## src/rtl/fir_axi_pkg.sv

```systemverilog
// ============================================================================
// Module  : fir_axi_pkg
// Brief   : Register map, response codes and state encodings for the FIR
//           AXI4-Lite driver and its master port.
// Revision: 1.0 - initial release
// ============================================================================
`default_nettype none

package fir_axi_pkg;

  localparam logic [13:0] FIR_IN_BASE   = 14'h0000;
  localparam logic [13:0] FIR_COEF_BASE = 14'h0800;
  localparam logic [13:0] FIR_RES_ADDR  = 14'h1000;
  localparam logic [13:0] FIR_DONE_ADDR = 14'h1004;
  localparam logic [13:0] FIR_LEN_ADDR  = 14'h1008;

  localparam logic [1:0] c_resp_okay = 2'b00;

  typedef logic [2:0] drv_state_t;

  localparam drv_state_t c_st_idle    = 3'd0;
  localparam drv_state_t c_st_wr_len  = 3'd1;
  localparam drv_state_t c_st_wr_coef = 3'd2;
  localparam drv_state_t c_st_wr_smp  = 3'd3;
  localparam drv_state_t c_st_poll    = 3'd4;
  localparam drv_state_t c_st_rd_res  = 3'd5;
  localparam drv_state_t c_st_out     = 3'd6;

  localparam logic [2:0] c_mp_idle  = 3'd0;
  localparam logic [2:0] c_mp_waddr = 3'd1;
  localparam logic [2:0] c_mp_wresp = 3'd2;
  localparam logic [2:0] c_mp_raddr = 3'd3;
  localparam logic [2:0] c_mp_rdata = 3'd4;

endpackage

`default_nettype wire

```

## src/rtl/axi4lite_master_port.sv

```systemverilog
// ============================================================================
// Module  : axi4lite_master_port
// Brief   : Single-outstanding AXI4-Lite read/write engine; one req pulse in,
//           one done pulse out carrying the response and read data.
// Revision: 1.0 - initial release
// ============================================================================
`default_nettype none

module axi4lite_master_port
  import fir_axi_pkg::*;
#(
  parameter int ADDR_W = 14,
  parameter int DATA_W = 32
) (
  input  logic                M_AXI_ACLK,
  input  logic                M_AXI_ARESET,
  input  logic                i_wr_req,
  input  logic                i_rd_req,
  input  logic [ADDR_W-1:0]   i_addr,
  input  logic [DATA_W-1:0]   i_wdata,
  output logic                o_done,
  output logic [DATA_W-1:0]   o_rdata,
  output logic [1:0]          o_resp,
  output logic [ADDR_W-1:0]   M_AXI_AWADDR,
  output logic [2:0]          M_AXI_AWPROT,
  output logic                M_AXI_AWVALID,
  input  logic                M_AXI_AWREADY,
  output logic [DATA_W-1:0]   M_AXI_WDATA,
  output logic [DATA_W/8-1:0] M_AXI_WSTRB,
  output logic                M_AXI_WVALID,
  input  logic                M_AXI_WREADY,
  input  logic [1:0]          M_AXI_BRESP,
  input  logic                M_AXI_BVALID,
  output logic                M_AXI_BREADY,
  output logic [ADDR_W-1:0]   M_AXI_ARADDR,
  output logic [2:0]          M_AXI_ARPROT,
  output logic                M_AXI_ARVALID,
  input  logic                M_AXI_ARREADY,
  input  logic [DATA_W-1:0]   M_AXI_RDATA,
  input  logic [1:0]          M_AXI_RRESP,
  input  logic                M_AXI_RVALID,
  output logic                M_AXI_RREADY
);

  logic [2:0]        r_state;
  logic [ADDR_W-1:0] r_addr;
  logic [DATA_W-1:0] r_wdata;
  logic              r_awvalid;
  logic              r_wvalid;
  logic              r_bready;
  logic              r_arvalid;
  logic              r_rready;

  assign M_AXI_AWADDR  = r_addr;
  assign M_AXI_ARADDR  = r_addr;
  assign M_AXI_AWPROT  = 3'b000;
  assign M_AXI_ARPROT  = 3'b000;
  assign M_AXI_WDATA   = r_wdata;
  assign M_AXI_WSTRB   = {(DATA_W/8){1'b1}};
  assign M_AXI_AWVALID = r_awvalid;
  assign M_AXI_WVALID  = r_wvalid;
  assign M_AXI_BREADY  = r_bready;
  assign M_AXI_ARVALID = r_arvalid;
  assign M_AXI_RREADY  = r_rready;

  always_ff @(posedge M_AXI_ACLK) begin
    if (M_AXI_ARESET) begin
      r_state   <= c_mp_idle;
      r_addr    <= '0;
      r_wdata   <= '0;
      r_awvalid <= 1'b0;
      r_wvalid  <= 1'b0;
      r_bready  <= 1'b0;
      r_arvalid <= 1'b0;
      r_rready  <= 1'b0;
      o_done    <= 1'b0;
      o_rdata   <= '0;
      o_resp    <= c_resp_okay;
    end else begin
      o_done <= 1'b0;
      case (r_state)
        c_mp_idle: begin
          if (i_wr_req) begin
            r_addr    <= i_addr;
            r_wdata   <= i_wdata;
            r_awvalid <= 1'b1;
            r_wvalid  <= 1'b1;
            r_state   <= c_mp_waddr;
          end else if (i_rd_req) begin
            r_addr    <= i_addr;
            r_arvalid <= 1'b1;
            r_state   <= c_mp_raddr;
          end
        end
        c_mp_waddr: begin
          // AW and W complete independently; B opens once both are gone
          if (M_AXI_AWREADY) r_awvalid <= 1'b0;
          if (M_AXI_WREADY)  r_wvalid  <= 1'b0;
          if ((!r_awvalid || M_AXI_AWREADY) && (!r_wvalid || M_AXI_WREADY)) begin
            r_bready <= 1'b1;
            r_state  <= c_mp_wresp;
          end
        end
        c_mp_wresp: begin
          if (M_AXI_BVALID) begin
            r_bready <= 1'b0;
            o_resp   <= M_AXI_BRESP;
            o_done   <= 1'b1;
            r_state  <= c_mp_idle;
          end
        end
        c_mp_raddr: begin
          if (M_AXI_ARREADY) begin
            r_arvalid <= 1'b0;
            r_rready  <= 1'b1;
            r_state   <= c_mp_rdata;
          end
        end
        c_mp_rdata: begin
          if (M_AXI_RVALID) begin
            r_rready <= 1'b0;
            o_rdata  <= M_AXI_RDATA;
            o_resp   <= M_AXI_RRESP;
            o_done   <= 1'b1;
            r_state  <= c_mp_idle;
          end
        end
        default: r_state <= c_mp_idle;
      endcase
    end
  end

endmodule

`default_nettype wire

```

## src/rtl/axi4lite_fir_driver.sv

```systemverilog
// ============================================================================
// Module  : axi4lite_fir_driver
// Brief   : AXI4-Lite master loading taps/coefs into the FIR slave, then per
//           sample: write, poll done, read result, emit on result stream.
//           Optional FIR_DRV_TIMEOUT_EN bounds done-polling to POLL_LIMIT.
// Revision: 1.0 - initial release
// ============================================================================
`default_nettype none

module axi4lite_fir_driver
  import fir_axi_pkg::*;
#(
  parameter int C_M_AXI_ADDR_WIDTH = 14,
  parameter int C_M_AXI_DATA_WIDTH = 32,
  parameter int FIR_DATA_WIDTH     = 16,
  parameter int FIR_ADDR_WIDTH     = 6,
  parameter int POLL_LIMIT         = 1023
) (
  input  logic                            M_AXI_ACLK,
  input  logic                            M_AXI_ARESET,
  input  logic                            cfg_start,
  input  logic [FIR_ADDR_WIDTH-1:0]       cfg_len,
  input  logic                            coef_valid,
  output logic                            coef_ready,
  input  logic [FIR_DATA_WIDTH-1:0]       coef_data,
  input  logic                            smp_valid,
  output logic                            smp_ready,
  input  logic [FIR_DATA_WIDTH-1:0]       smp_data,
  output logic                            res_valid,
  input  logic                            res_ready,
  output logic [FIR_DATA_WIDTH-1:0]       res_data,
  output logic                            busy,
  output logic                            err,
  output logic [C_M_AXI_ADDR_WIDTH-1:0]   M_AXI_AWADDR,
  output logic [2:0]                      M_AXI_AWPROT,
  output logic                            M_AXI_AWVALID,
  input  logic                            M_AXI_AWREADY,
  output logic [C_M_AXI_DATA_WIDTH-1:0]   M_AXI_WDATA,
  output logic [C_M_AXI_DATA_WIDTH/8-1:0] M_AXI_WSTRB,
  output logic                            M_AXI_WVALID,
  input  logic                            M_AXI_WREADY,
  input  logic [1:0]                      M_AXI_BRESP,
  input  logic                            M_AXI_BVALID,
  output logic                            M_AXI_BREADY,
  output logic [C_M_AXI_ADDR_WIDTH-1:0]   M_AXI_ARADDR,
  output logic [2:0]                      M_AXI_ARPROT,
  output logic                            M_AXI_ARVALID,
  input  logic                            M_AXI_ARREADY,
  input  logic [C_M_AXI_DATA_WIDTH-1:0]   M_AXI_RDATA,
  input  logic [1:0]                      M_AXI_RRESP,
  input  logic                            M_AXI_RVALID,
  output logic                            M_AXI_RREADY
);

  localparam int AW = C_M_AXI_ADDR_WIDTH;
  localparam int DW = C_M_AXI_DATA_WIDTH;

  drv_state_t                r_state;
  logic [FIR_ADDR_WIDTH-1:0] r_len;
  logic [FIR_ADDR_WIDTH-1:0] r_idx;
  logic [FIR_ADDR_WIDTH-1:0] r_cidx;
  logic [FIR_DATA_WIDTH-1:0] r_coef;
  logic [FIR_DATA_WIDTH-1:0] r_smp;
  logic [FIR_DATA_WIDTH-1:0] r_res;
  logic                      r_have_coef;
  logic                      r_issued;
  logic                      r_cfg_ok;
  logic                      r_err;

  logic                      w_wr_req;
  logic                      w_rd_req;
  logic [AW-1:0]             w_addr;
  logic [DW-1:0]             w_wdata;
  logic                      w_done;
  logic [DW-1:0]             w_rdata;
  logic [1:0]                w_resp;
  logic [FIR_ADDR_WIDTH-1:0] w_last_idx;
  logic                      w_poll_last;
  logic                      w_unused;

  assign w_last_idx = r_len - FIR_ADDR_WIDTH'(1);
  assign w_unused   = &{1'b0, w_rdata[DW-1:FIR_DATA_WIDTH]};

  assign busy       = (r_state != c_st_idle);
  assign err        = r_err;
  assign res_valid  = (r_state == c_st_out);
  assign res_data   = r_res;
  assign coef_ready = (r_state == c_st_wr_coef) && !r_have_coef;
  assign smp_ready  = (r_state == c_st_idle) && r_cfg_ok && !cfg_start;

  if (POLL_LIMIT < 1) begin : g_poll_limit_check
  end

`ifdef FIR_DRV_TIMEOUT_EN
  localparam int POLL_CNT_W = $clog2(POLL_LIMIT + 1);

  logic [POLL_CNT_W-1:0] r_poll_cnt;

  always_ff @(posedge M_AXI_ACLK) begin
    if (M_AXI_ARESET || (r_state != c_st_poll)) begin
      r_poll_cnt <= '0;
    end else if (w_done) begin
      r_poll_cnt <= r_poll_cnt + POLL_CNT_W'(1);
    end
  end

  assign w_poll_last = (r_poll_cnt == POLL_CNT_W'(POLL_LIMIT - 1));
`else
  assign w_poll_last = 1'b0;
`endif

  always_comb begin
    w_wr_req = 1'b0;
    w_rd_req = 1'b0;
    w_addr   = '0;
    w_wdata  = '0;
    case (r_state)
      c_st_wr_len: begin
        w_wr_req = !r_issued;
        w_addr   = AW'(FIR_LEN_ADDR);
        w_wdata  = DW'(r_len);
      end
      c_st_wr_coef: begin
        w_wr_req = r_have_coef && !r_issued;
        w_addr   = AW'(FIR_COEF_BASE) + AW'({r_cidx, 2'b00});
        w_wdata  = DW'(r_coef);
      end
      c_st_wr_smp: begin
        w_wr_req = !r_issued;
        w_addr   = AW'(FIR_IN_BASE) + AW'({r_idx, 2'b00});
        w_wdata  = DW'(r_smp);
      end
      c_st_poll: begin
        w_rd_req = !r_issued;
        w_addr   = AW'(FIR_DONE_ADDR);
      end
      c_st_rd_res: begin
        w_rd_req = !r_issued;
        w_addr   = AW'(FIR_RES_ADDR);
      end
      default: ;
    endcase
  end

  always_ff @(posedge M_AXI_ACLK) begin
    if (M_AXI_ARESET) begin
      r_state     <= c_st_idle;
      r_len       <= FIR_ADDR_WIDTH'(1);
      r_idx       <= '0;
      r_cidx      <= '0;
      r_coef      <= '0;
      r_smp       <= '0;
      r_res       <= '0;
      r_have_coef <= 1'b0;
      r_issued    <= 1'b0;
      r_cfg_ok    <= 1'b0;
      r_err       <= 1'b0;
    end else begin
      if (w_wr_req || w_rd_req) r_issued <= 1'b1;
      if (w_done && (w_resp != c_resp_okay)) r_err <= 1'b1;

      case (r_state)
        c_st_idle: begin
          // Loading coefs zeroes the slave's input slots, so restart idx too
          if (cfg_start) begin
            r_len    <= (cfg_len == '0) ? FIR_ADDR_WIDTH'(1) : cfg_len;
            r_idx    <= '0;
            r_cidx   <= '0;
            r_err    <= 1'b0;
            r_cfg_ok <= 1'b0;
            r_state  <= c_st_wr_len;
          end else if (smp_valid && r_cfg_ok) begin
            r_smp   <= smp_data;
            r_state <= c_st_wr_smp;
          end
        end
        c_st_wr_len: begin
          if (w_done) begin
            r_issued <= 1'b0;
            r_state  <= c_st_wr_coef;
          end
        end
        c_st_wr_coef: begin
          if (coef_ready && coef_valid) begin
            r_coef      <= coef_data;
            r_have_coef <= 1'b1;
          end
          if (w_done) begin
            r_have_coef <= 1'b0;
            r_issued    <= 1'b0;
            if (r_cidx == w_last_idx) begin
              r_cfg_ok <= 1'b1;
              r_state  <= c_st_idle;
            end else begin
              r_cidx <= r_cidx + FIR_ADDR_WIDTH'(1);
            end
          end
        end
        c_st_wr_smp: begin
          if (w_done) begin
            r_issued <= 1'b0;
            r_idx    <= (r_idx == w_last_idx) ? '0 : r_idx + FIR_ADDR_WIDTH'(1);
            r_state  <= c_st_poll;
          end
        end
        c_st_poll: begin
          if (w_done) begin
            r_issued <= 1'b0;
            if (w_rdata[0]) begin
              r_state <= c_st_rd_res;
            end else if (w_poll_last) begin
              r_err   <= 1'b1;
              r_state <= c_st_idle;
            end
          end
        end
        c_st_rd_res: begin
          if (w_done) begin
            r_issued <= 1'b0;
            r_res    <= w_rdata[FIR_DATA_WIDTH-1:0];
            r_state  <= c_st_out;
          end
        end
        c_st_out: begin
          if (res_ready) r_state <= c_st_idle;
        end
        default: r_state <= c_st_idle;
      endcase
    end
  end

  axi4lite_master_port #(
    .ADDR_W (AW),
    .DATA_W (DW)
  ) u_port (
    .M_AXI_ACLK    (M_AXI_ACLK),
    .M_AXI_ARESET  (M_AXI_ARESET),
    .i_wr_req      (w_wr_req),
    .i_rd_req      (w_rd_req),
    .i_addr        (w_addr),
    .i_wdata       (w_wdata),
    .o_done        (w_done),
    .o_rdata       (w_rdata),
    .o_resp        (w_resp),
    .M_AXI_AWADDR  (M_AXI_AWADDR),
    .M_AXI_AWPROT  (M_AXI_AWPROT),
    .M_AXI_AWVALID (M_AXI_AWVALID),
    .M_AXI_AWREADY (M_AXI_AWREADY),
    .M_AXI_WDATA   (M_AXI_WDATA),
    .M_AXI_WSTRB   (M_AXI_WSTRB),
    .M_AXI_WVALID  (M_AXI_WVALID),
    .M_AXI_WREADY  (M_AXI_WREADY),
    .M_AXI_BRESP   (M_AXI_BRESP),
    .M_AXI_BVALID  (M_AXI_BVALID),
    .M_AXI_BREADY  (M_AXI_BREADY),
    .M_AXI_ARADDR  (M_AXI_ARADDR),
    .M_AXI_ARPROT  (M_AXI_ARPROT),
    .M_AXI_ARVALID (M_AXI_ARVALID),
    .M_AXI_ARREADY (M_AXI_ARREADY),
    .M_AXI_RDATA   (M_AXI_RDATA),
    .M_AXI_RRESP   (M_AXI_RRESP),
    .M_AXI_RVALID  (M_AXI_RVALID),
    .M_AXI_RREADY  (M_AXI_RREADY)
  );

endmodule

`default_nettype wire

```

## config.mk

```make
export PLATFORM = sky130hd
export DESIGN_NAME = axi4lite_fir_driver
export DESIGN_NICKNAME = d
export VERILOG_FILES = /design/src/rtl/fir_axi_pkg.sv /design/src/rtl/axi4lite_master_port.sv /design/src/rtl/axi4lite_fir_driver.sv
export SDC_FILE = /design/constraint.sdc
export NUM_CORES = 1
export LEC_CHECK = 0
export BUFFER_PORTS_ARGS = -buffer_cell sky130_fd_sc_hd__buf_2
export CAP_MARGIN = 15
export CORE_ASPECT_RATIO = 0.6
export CORE_MARGIN = 5
export CORE_UTILIZATION = 46
export DETAILED_ROUTE_END_ITERATION = 8
export GPL_ROUTABILITY_DRIVEN = 0
export PLACE_DENSITY_LB_ADDON = 0.2
export SYNTH_ARGS = -nofsm -noshare
export SYNTH_HDL_FRONTEND = slang
export SYNTH_SLANG_ARGS = --single-unit
```

## constraint.sdc

```tcl
create_clock -name M_AXI_ACLK -period 2.7 [get_ports M_AXI_ACLK]
set_input_delay 0.54 -clock M_AXI_ACLK [delete_from_list [all_inputs] [get_ports M_AXI_ACLK]]
set_output_delay 0.54 -clock M_AXI_ACLK [all_outputs]
set_load 0.1 [all_outputs]
```

# Yosys cells after proc, flatten, opt, wreduce, memory -nomap -nowiden
# Index checks and enable logic that the tools add are counted.
# Widths: inputs -> output; s select.
[word_totals] register_bits=146 in_bits=85 out_inout_bits=96
[classes] addsub=4 eq_ne=33 n_mux=65 n_bitwise=1 n_reduce_logical=52
[ops] cell="$pmux 13 s5" n=1
[ops] cell="$mux 3" n=16
[ops] cell="$pmux 16 s3" n=1
[ops] cell="$mux 6" n=6
[ops] cell="$mux 14" n=2
[ops] cell="$mux 1" n=24
[ops] cell="$pmux 6 s2" n=2
[ops] cell="$pmux 3 s7" n=1
[ops] cell="$reduce_and 3->1" n=7
[ops] cell="$ne 2x2->1 const B" n=10
[ops] cell="$reduce_bool 2->1" n=10
[ops] cell="$ne 2x1->1 const B" n=9
[ops] cell="$pmux 1 s2" n=8
[ops] cell="$pmux 3 s5" n=1
[ops] cell="$reduce_and 2->1" n=7
[ops] cell="$add 12x8->13 const A" n=1
[ops] cell="$add 6x1->6 const B" n=2
[ops] cell="$eq 3x2->1 const B" n=4
[ops] cell="$eq 3x3->1 const B" n=4
[ops] cell="$eq 6x6->1" n=2
[ops] cell="$reduce_and 4->1" n=3
[ops] cell="$reduce_and 9->1" n=1
[ops] cell="$logic_and 1x1->1" n=8
[ops] cell="$eq 3x1->1 const B" n=2
[ops] cell="other kinds (14)" n=23

# Logic depth before layout (Yosys ltp)
# Gate-level depths: netlist of the first run.
[depth] depth_word=7 mapped_depth=9 mapped_depth_nobuf=8

# Modules after synthesis
# A second synthesis of the first run with hierarchy kept.
[hier_totals] hier_cells=895 area_unflattened_um2=6971.7
[by_module_without_submodules] module="axi4lite_fir_driver" instances=1 cells_per_inst=468 area_per_inst_um2=3573.4 seq_area_each_um2=1461.4
[by_module_without_submodules] module="axi4lite_master_port" instances=1 cells_per_inst=427 area_per_inst_um2=3398.3 seq_area_each_um2=1781.7

# Worst setup path after synthesis of the first run
# OpenSTA, ideal clock, no wires.
[synth_path] path_type="register to output" startpoint="register r_state[0]" endpoint="output res_valid" arrival_time_ns=2.985 required_ns=2.160 setup_slack_ns=-0.825 path_stages_with_launch=5 path_buffers=3 path_cell_list="dfxtp_1 -> buf_2 -> buf_1 -> clkbuf_1 -> nor3_1"
[synth_via] elab_chain_cells=1
[synth_rtl] item="from (decl)" line="axi4lite_fir_driver.sv:58" rtl="drv_state_t r_state;"
[synth_rtl] item="from (signal assigned)" line="axi4lite_fir_driver.sv:147" rtl="r_state <= c_st_idle;"
[synth_rtl] item="from (signal assigned)" line="axi4lite_fir_driver.sv:171" rtl="r_state <= c_st_wr_len;"
[synth_rtl] item="from (signal assigned)" line="axi4lite_fir_driver.sv:174" rtl="r_state <= c_st_wr_smp;"
[synth_rtl] item="$eq 3x3->1" line="axi4lite_fir_driver.sv:86" rtl="assign res_valid = (r_state == c_st_out);"
[synth_rtl] item="to (decl)" line="axi4lite_fir_driver.sv:29" rtl="output logic res_valid,"
# No other way between the ends.

# Final worst setup path of the first run
[layout_path] startpoint="register r_state[0]" endpoint="output coef_ready"
[layout_via] elab_chain_cells=2
[layout_rtl] item="$eq 3x2->1" line="axi4lite_fir_driver.sv:88" rtl="assign coef_ready = (r_state == c_st_wr_coef) && !r_have_coef;"
[layout_rtl] item="$logic_and 1x1->1" line="axi4lite_fir_driver.sv:88"
[layout_rtl] item="to (decl)" line="axi4lite_fir_driver.sv:24" rtl="output logic coef_ready,"
# No other way between the ends.

==> results of run 1 <==
## critical path, cell delays in order, from the launching register on
cell	delay, ns
dfxtp_1	0.38
nor2_1	0.44
nand2_1	0.19
nor2_2	0.18
buf_2	0.45
## power breakdown
group,internal [mW],switching [mW],leakage [nW]
clock network,1.19,0.843,0.255
registers,1.95,0.151,1.00
logic,0.587,1.71,1.54
total,3.73,2.70,2.80
## per-stage QoR
stage / instances / area [um^2] / util [%] / worst slack [ns]
4_1_cts: 1036 / 6980 / 56.9 / 0.110
6_report: 1036 / 6980 / 56.9 / 0.108
2_1_floorplan: 790 / 6000 / - / 0.0433
3_3_place_gp: 1005 / 6440 / 52.6 / 0.415
3_5_place_dp: 1005 / 6440 / 52.6 / 0.329
5_1_grt: 1036 / 6980 / 56.9 / 0.0112
## logic make-up (layout without fill, tap and decap cells)
kind of cell    after synthesis  in the layout  share of synthesized area [%]
simple gates                310            310                           23.6
fa+ha+maj                     5              5                           1.07
other cells                   2             38                          0.128
mux                          13             13                           2.31
compound gates              177            177                           17.4
flops                       124            124                           42.4
buf+inv                     104            185                           9.76
xor+xnor                     19             19                           3.31
## cells in the mapped netlist (all sizes together), types with 3 or more instances
cell / number / area (um^2)
o21bai: 3 / 22.5
or3: 7 / 43.8
mux2: 4 / 45.0
or2: 3 / 18.8
nand2: 171 / 642
and2: 4 / 25.0
o21ai: 15 / 75.1
nor2: 54 / 203
mux2i: 9 / 90.1
nor3: 28 / 156
a211oi: 6 / 45.0
nor2b: 4 / 25.0
a21oi: 115 / 576
a22oi: 18 / 135
a21boi: 3 / 22.5
xnor2: 8 / 70.1
dfxtp: 124 / 2480
nand4: 4 / 25.0
nor3b: 3 / 37.5
and3: 3 / 18.8
nand2b: 6 / 37.5
nand3: 12 / 60.1
a31oi: 3 / 18.8
clkbuf: 36 / 135
inv: 12 / 45.0
xor2: 9 / 78.8
ha: 5 / 62.6
nor4: 7 / 43.8
buf: 56 / 392
## per-layer routing
layer / GRT usage, % / share of wire, %
met1: 29.9 / 46
met2: 30.3 / 42
met3: 6.50 / 11
met4: 4.91 / 0.32
met5: 0 / 0
## state kept, by name, summed over array words and instances (netlist names), 3 cells and up
register             cells
r_coef                  16
r_smp                   16
u_port.M_AXI_ARADDR      8
r_idx                    6
res_data                16
r_cidx                   6
u_port.M_AXI_WDATA      16
r_state                  3
u_port.r_state           3
r_len                    6
u_port.o_rdata          16
## worst max path at each step
stage | startpoint | end | slack (ns) | cells past startpoint
after floorplan | r_state[0] | res_valid | 0.04 | 4
after global placement | r_len[0] | r_cidx[1] | 0.42 | 8
after detailed placement | r_len[0] | r_cidx[1] | 0.33 | 8
after CTS | r_state[0] | coef_ready | 0.11 | 4
after global routing | r_state[0] | coef_ready | 0.01 | 4
final | r_state[0] | coef_ready | 0.11 | 4
## area by class of cell
class,instances,area (um^2),area share (%)
clock buffer,18,439,6.30
clock inverter,13,93.8,1.35
inverter,12,45.0,0.646
multi-input combinational,562,2960,42.4
sequential,124,2480,35.6
tap,165,206,2.96
timing repair buffer,142,753,10.8
==> run summary, run 1 <==
CTS Buf Count - 17
Worst Path Class, Setup - flop to output port
Ant diodes - 0
Worst-Skew Late Latency - 0.40 ns
PD cells - 923 nW/um^2
Critical Path RT - 2.16 ns
Post-synth EDFFs - 0
Slew @ Worst Pin - 0.698 ns
F_max - 386 MHz
RR Startpoint - r_len[0]
Worst Hold Class - input port to flop
Critical Path Fanout Max - 8
Fin crit share - 96.0%
DRT Pass-1 Iters - 5
CTS sink cnt - 124
# Post-CTS Setup Buffers - 0
Gr usage total - 20.8%
Final setup TNS - 0 ns
Seq/Total Area, Yosys - 42.4%
Via count - 5451
Synth Warn # - 0
Reg2reg end - r_cidx[1]
Root Driver - clkbuf_16
Syn-to-layout area delta - 19.1%
Nets - 949
First DRT Iteration DRCs - 393
Worst Path Arrival - 2.05 ns
Status - completed
Hold_ws - 0.374 ns
Syn_area_per_cell - 7.77 um^2
Final count of negative-setup-slack endpoints - 0
FFs w/ async S/R, synth - 0%
Max-slew headroom - 53.5%
Clock Path Buffers - 2
R2R depth - 8
Number of H-tree levels - 4
Post-Syn Area - 5860 um^2
Highest-count cells in the layout ignoring fill and taps - nand2_1, buf_2, dfxtp_1, a21oi_1, nor2_1
Pwr Total - 6.44 mW
Initial antenna violation count - 0
Antenna-violating nets left - 0
First-pass GRT wire length - 25.5 mm
I/O Buffers - 126
Post-DP HPWL - 12.0 mm
TritonCTS clock tree - yes
Starting Density - 47.8%
I/O pins - 181
Max-Cap Viols - 0
Largest net degree at the start of global routing - 50
Die ar. - 15200 um^2
Hold depth - 3
Synth Instances - 754
Area of the core - 12300 um^2
Clock-pin slew on the worst setup and hold paths - 0.06 ns
RSZ-0062 raised after global routing - false
Most common cell after layout, fill and taps aside - nand2_1
Hold Violations, Final - 0
Routed length per placed instance - 15.7 um
Peak supply drop - 0.727 mV
Die span in x - 156 um
Dominant synthesized flop cell - dfxtp_1
Row count - 31
Max-slew violation count - 0
Element type at the critical path end - output port
Worst reg-to-reg setup slack - 0.28 ns
Vias in the first global route - 5027
Hold Path End - u_port.o_rdata[7]
DIE HEIGHT - 97.4 um
GR Overflow Total - 0
Critical path launch point type - flop
CTS Hold Buffers Added - 0
CTS resizes - 0
Hold wc startpoint - M_AXI_RDATA[7]
Fraction of layout cells with a size suffix above 1 - 21.7%
WL final - 16.3 mm
P_leak - 2.80 nW
DRC - 0
Clk_skew - 0.00796 ns
Post-synthesis register bit count - 124
Final Critical Period - 2.59 ns
Synth cell types - 56
Filler cells - 1135
Vias per inst - 5.26
Power figures use the tool's default switching activity.
==> run 2: changes to the inputs <==
--- a/config.mk
+++ b/config.mk
@@ -9,7 +9,7 @@
 export CAP_MARGIN = 15
 export CORE_ASPECT_RATIO = 0.6
 export CORE_MARGIN = 5
-export CORE_UTILIZATION = 46
+export CORE_UTILIZATION = 40
 export DETAILED_ROUTE_END_ITERATION = 8
 export GPL_ROUTABILITY_DRIVEN = 0
 export PLACE_DENSITY_LB_ADDON = 0.2
==> run 2 against run 1 <==
Effect of this change: non-clock buffer count increased by 1; clock skew rose by 0.0017 ns; die area up 14%; total power grew 4.9%; combinational power increased by 3%; sequential cell count is the same; via count down 0.72%; highest routed layer is now met5; largest cell class unchanged; critical endpoint is now res_valid; first-iteration DRC count up 4.3%; clock power is 10% higher; fmax grew 5.4%; critical path depth is 1 lower; utilization down 7.6 points.
==> run summary, run 2 (synthesized netlist as in run 1, its figures left out) <==
Element type at the critical path end - output port
Fin crit share - 91.1% (-4.9 points)
Clock Path Buffers - 2 (unchanged)
Critical path launch point type - flop
Max-Cap Viols - 0 (unchanged)
Critical Path RT - 2.16 ns (about the same)
P_leak - 2.84 nW (+1.6%)
RSZ-0062 raised after global routing - false
First DRT Iteration DRCs - 410 (+4.3%)
Die span in x - 166 um (+6.8%)
GR Overflow Total - 0 (unchanged)
Syn-to-layout area delta - 21.4%
DRT Pass-1 Iters - 5 (unchanged)
Largest net degree at the start of global routing - 103 (+110%)
Worst Path Arrival - 1.92 ns (-0.13 ns)
Row count - 34 (+9.7%)
PD cells - 949 nW/um^2 (+2.8%)
Via count - 5412 (-0.72%)
Worst Hold Class - input port to flop
Nets - 950 (+0.11%)
Area of the core - 14400 um^2 (+18%)
Vias per inst - 5.05 (-4.0%)
Clock-pin slew on the worst setup and hold paths - 0.06 ns (about the same)
Hold_ws - 0.358 ns (-0.0156 ns)
Starting Density - 40.6% (-7.2 points)
Number of H-tree levels - 4 (unchanged)
TritonCTS clock tree - yes
Fraction of layout cells with a size suffix above 1 - 21.9% (+0.18 points)
Root Driver - clkbuf_16
Antenna-violating nets left - 0 (unchanged)
DRC - 0 (unchanged)
Gr usage total - 18.8% (-2.0 points)
Max-slew headroom - 43.1% (-10 points)
Design area - 7110 um^2 (+2.0%)
Die ar. - 17200 um^2 (+14%)
Worst Path Class, Setup - flop to output port
Max-slew violation count - 0 (unchanged)
Highest-count cells in the layout ignoring fill and taps - nand2_1, dfxtp_1, buf_2, a21oi_1, nor2_1
Final Critical Period - 2.46 ns (-0.133 ns)
Slew @ Worst Pin - 0.854 ns (+0.156 ns)
I/O pins - 181 (unchanged)
CTS sink cnt - 124 (unchanged)
I/O Buffers - 126 (unchanged)
Status - completed
Final count of negative-setup-slack endpoints - 0 (unchanged)
Post-DP HPWL - 11.7 mm (-2.2%)
Initial antenna violation count - 4 (+4)
CTS Buf Count - 17 (unchanged)
Placed cell area - 6530 um^2 (+1.4%)
# Post-CTS Setup Buffers - 0 (unchanged)
DIE HEIGHT - 104 um (+6.5%)
WL final - 16.6 mm (+1.9%)
Clk_skew - 0.00968 ns (+0.00172 ns)
Most common cell after layout, fill and taps aside - nand2_1
R2R depth - 8 (unchanged)
Critical Path Fanout Max - 15 (+7)
Vias in the first global route - 4867 (-3.2%)
Hold Violations, Final - 0 (unchanged)
Hold depth - 3 (unchanged)
Routed length per placed instance - 15.5 um (-1.4%)
Ant diodes - 0 (unchanged)
First-pass GRT wire length - 26.3 mm (+3.1%)
Final setup TNS - 0 ns (unchanged)
CTS resizes - 0 (unchanged)
Peak supply drop - 0.763 mV (+5.0%)
F_max - 407 MHz (+5.4%)
Worst-Skew Late Latency - 0.42 ns (+0.02 ns)
CTS Hold Buffers Added - 0 (unchanged)
## run 2: routing by layer
layer	track usage (%)	part of all wire [%]	up-vias
li1	-	-	2694
met1	29.2	53	2476
met2	23.7	37	212
met3	6.89	8.8	22
met4	5.20	1.0	8
met5	0	0.28	-
## run 2: worst max-delay path, stage by stage, from the launching register on
cell	delay [ns]
dfxtp_1	0.66
inv_2	0.21
nor3_2	0.17
buf_2	0.46
## run 2: worst paths after layout
path / from / end / slack (ns)
setup / recovery: r_state[1] / res_valid / 0.24
hold / removal: coef_data[9] / r_coef[9] / 0.36
setup reg to reg: r_len[0] / r_cidx[1] / 0.32
hold reg to reg: u_port.o_rdata[9] / res_data[9] / 0.45
## run 2: power breakdown
part           switching [mW]  internal (mW)
clock                   0.950           1.30
combinational            1.71          0.655
sequential              0.184           1.95
## run 2: layout make-up
class | instances | area (um^2)
flip-flops and latches | 124 | 2480
clock buffers | 17 | 425
clock inverters | 15 | 154
inverters | 12 | 45.0
well taps | 198 | 248
repair buffers | 143 | 803
fillers | 1473 | 7310
multi-input cells | 562 | 2960
## run 2: per-stage QoR
step	std cells	setup WS (ns)	total power, mW	util (%)
2_1_floorplan	790	0.0433	3.91	-
3_3_place_gp	1039	0.367	4.50	45.3
3_5_place_dp	1039	0.334	4.49	45.3
4_1_cts	1071	0.236	6.76	49.3
5_1_grt	1071	0.0817	7.07	49.3
6_report	1071	0.240	6.75	49.3
==> run 3: changes to the inputs <==
--- a/config.mk
+++ b/config.mk
@@ -12,7 +12,9 @@
 export CORE_UTILIZATION = 40
 export DETAILED_ROUTE_END_ITERATION = 8
 export GPL_ROUTABILITY_DRIVEN = 0
+export MAX_ROUTING_LAYER = met4
 export PLACE_DENSITY_LB_ADDON = 0.2
+export REMOVE_ABC_BUFFERS = 1
 export SYNTH_ARGS = -nofsm -noshare
 export SYNTH_HDL_FRONTEND = slang
 export SYNTH_SLANG_ARGS = --single-unit
==> run 3 against run 2 <==
Effect of this change: clock skew barely moved; hold slack better by 0.016 ns; largest power group unchanged; non-clock buffer count grew 4.
==> run summary, run 3 (synthesized netlist as in run 1, its figures left out) <==
CTS Hold Buffers Added - 0 (unchanged)
Area of the core - 14400 um^2 (unchanged)
Root Driver - clkbuf_16
Crit path depth - 3 (unchanged)
Critical Path Fanout Max - 14 (-1)
R2R depth - 8 (unchanged)
Placed cell area - 6530 um^2 (about the same)
Ant diodes - 0 (unchanged)
Slew @ Worst Pin - 0.653 ns (-0.201 ns)
Most common cell after layout, fill and taps aside - nand2_1
Cells after DPL - 1043 (+0.38%)
Gr usage total - 18.7% (-0.10 points)
F_max - 410 MHz (+0.81%)
PD cells - 916 nW/um^2 (-3.4%)
Max-slew violation count - 0 (unchanged)
Row count - 34 (unchanged)
P_leak - 2.83 nW (-0.56%)
Nets - 954 (+0.42%)
Hold Violations, Final - 0 (unchanged)
First DRT Iteration DRCs - 383 (-6.6%)
Post-DP HPWL - 11.4 mm (-3.0%)
I/O Buffers - 126 (unchanged)
Vias per inst - 4.94 (-2.2%)
Layout Cells excl Fill - 1074 (+0.28%)
Cell family with most CP delay - buffers and inverters
GR Overflow Total - 0 (unchanged)
Clock Path Buffers - 2 (unchanged)
Critical path launch point type - flop
CP max stage delay - 0.63 ns (-0.03 ns)
Final WS setup - 0.260 ns (+0.0198 ns)
DIE HEIGHT - 104 um (unchanged)
Clock-pin slew on the worst setup and hold paths - 0.06 ns (about the same)
Peak supply drop - 0.425 mV (-44%)
Place WS - 0.309 ns (-0.0245 ns)
Via count - 5309 (-1.9%)
Largest net degree at the start of global routing - 62 (-40%)
Max-Cap Viols - 0 (unchanged)
Die span in x - 166 um (unchanged)
CTS sink cnt - 124 (unchanged)
Antenna-violating nets left - 0 (unchanged)
WL final - 16.1 mm (-3.1%)
Fraction of layout cells with a size suffix above 1 - 21.9% (+0.039 points)
Status - completed
Vias in the first global route - 4897 (+0.62%)
Final Critical Period - 2.44 ns (-0.0198 ns)
Critical path cell sequence - inv_2, nor3_1, buf_2
Number of H-tree levels - 4 (unchanged)
Initial antenna violation count - 0 (-4)
Worst Path Arrival - 1.90 ns (-0.02 ns)
Worst-Skew Late Latency - 0.40 ns (-0.02 ns)
Worst Path Class, Setup - flop to output port
Starting Density - 40.6% (unchanged)
Design area - 7050 um^2 (-0.83%)
Die ar. - 17200 um^2 (unchanged)
Filler cells - 1463 (-0.68%)
Routed length per placed instance - 15.0 um (-3.3%)
First-pass GRT wire length - 25.8 mm (-1.9%)
Hold depth - 3 (unchanged)
DRC - 0 (unchanged)
Final count of negative-setup-slack endpoints - 0 (unchanged)
Syn-to-layout area delta - 20.4%
DRT Pass-1 Iters - 5 (unchanged)
CP max stage cell - dfxtp_1
RSZ-0062 raised after global routing - false
Fin crit share - 90.4% (-0.73 points)
Element type at the critical path end - output port
Worst Hold Class - input port to flop
I/O pins - 181 (unchanged)
Critical Path RT - 2.16 ns (about the same)
Max-slew headroom - 56.5% (+13 points)
# Post-CTS Setup Buffers - 0 (unchanged)
TritonCTS clock tree - yes
CTS Buf Count - 17 (unchanged)
CTS resizes - 0 (unchanged)
Highest-count cells in the layout ignoring fill and taps - nand2_1, dfxtp_1, buf_2, a21oi_1, nor2_1
Bufs and invs on worst path - 2 (unchanged)
Clk_skew - 0.00979 ns (+0.000107 ns)
-- run 3: final cells by class --
cell class / count / area [um^2] / area share, %
multi-input cells: 562 / 2950 / 41.8
flip-flops and latches: 124 / 2480 / 35.2
repair buffers: 147 / 806 / 11.4
clock buffers: 17 / 425 / 6.03
well taps: 198 / 248 / 3.51
clock inverters: 14 / 100 / 1.42
inverters: 12 / 45.0 / 0.639
-- run 3: path summary, 6_finish.rpt --
| path | start | endpoint | slack [ns] |
|---|---|---|---|
| worst max-delay path | r_state[1] | res_valid | 0.26 |
| worst min-delay path | M_AXI_RDATA[14] | u_port.o_rdata[14] | 0.37 |
| worst max register to register | r_len[0] | r_cidx[1] | 0.28 |
| worst min register to register | u_port.o_rdata[1] | res_data[1] | 0.44 |
-- run 3: per-stage QoR --
| stage | hold slack (ns) | power, mW | setup TNS [ns] | util, % |
|---|---|---|---|---|
| 6_report | 0.374 | 6.46 | 0 | 48.9 |
| 5_1_grt | 0.365 | 6.80 | 0 | 48.9 |
| 4_1_cts | 0.358 | 6.50 | 0 | 48.9 |
| 3_5_place_dp | 0.445 | 4.47 | 0 | 45.3 |
| 3_3_place_gp | 0.435 | 4.46 | 0 | 45.3 |
| 2_1_floorplan | 0.426 | 3.76 | -10.92 | - |
-- run 3: metal layers --
| metal | global-route usage, % | wire length (um) | up-vias |
|---|---|---|---|
| met1 | 28.1 | 8370 | 2421 |
| met2 | 25.3 | 6560 | 180 |
| met5 | - | 0 | - |
| met4 | 4.32 | 91 | 0 |
| met3 | 4.07 | 1060 | 9 |
| li1 | - | - | 2699 |
-- run 3: tightest hold or removal path: cells and delay by family --
kind,cells,cell delay (ns)
AO/OA/AOI/OAI,1,0.05
buffers and inverters,1,0.10
AND/OR/NAND/NOR,1,0.05
-- run 3: power by group --
part	internal, mW	switching [mW]
logic	0.636	1.70
registers	1.95	0.154
clock network	1.17	0.852
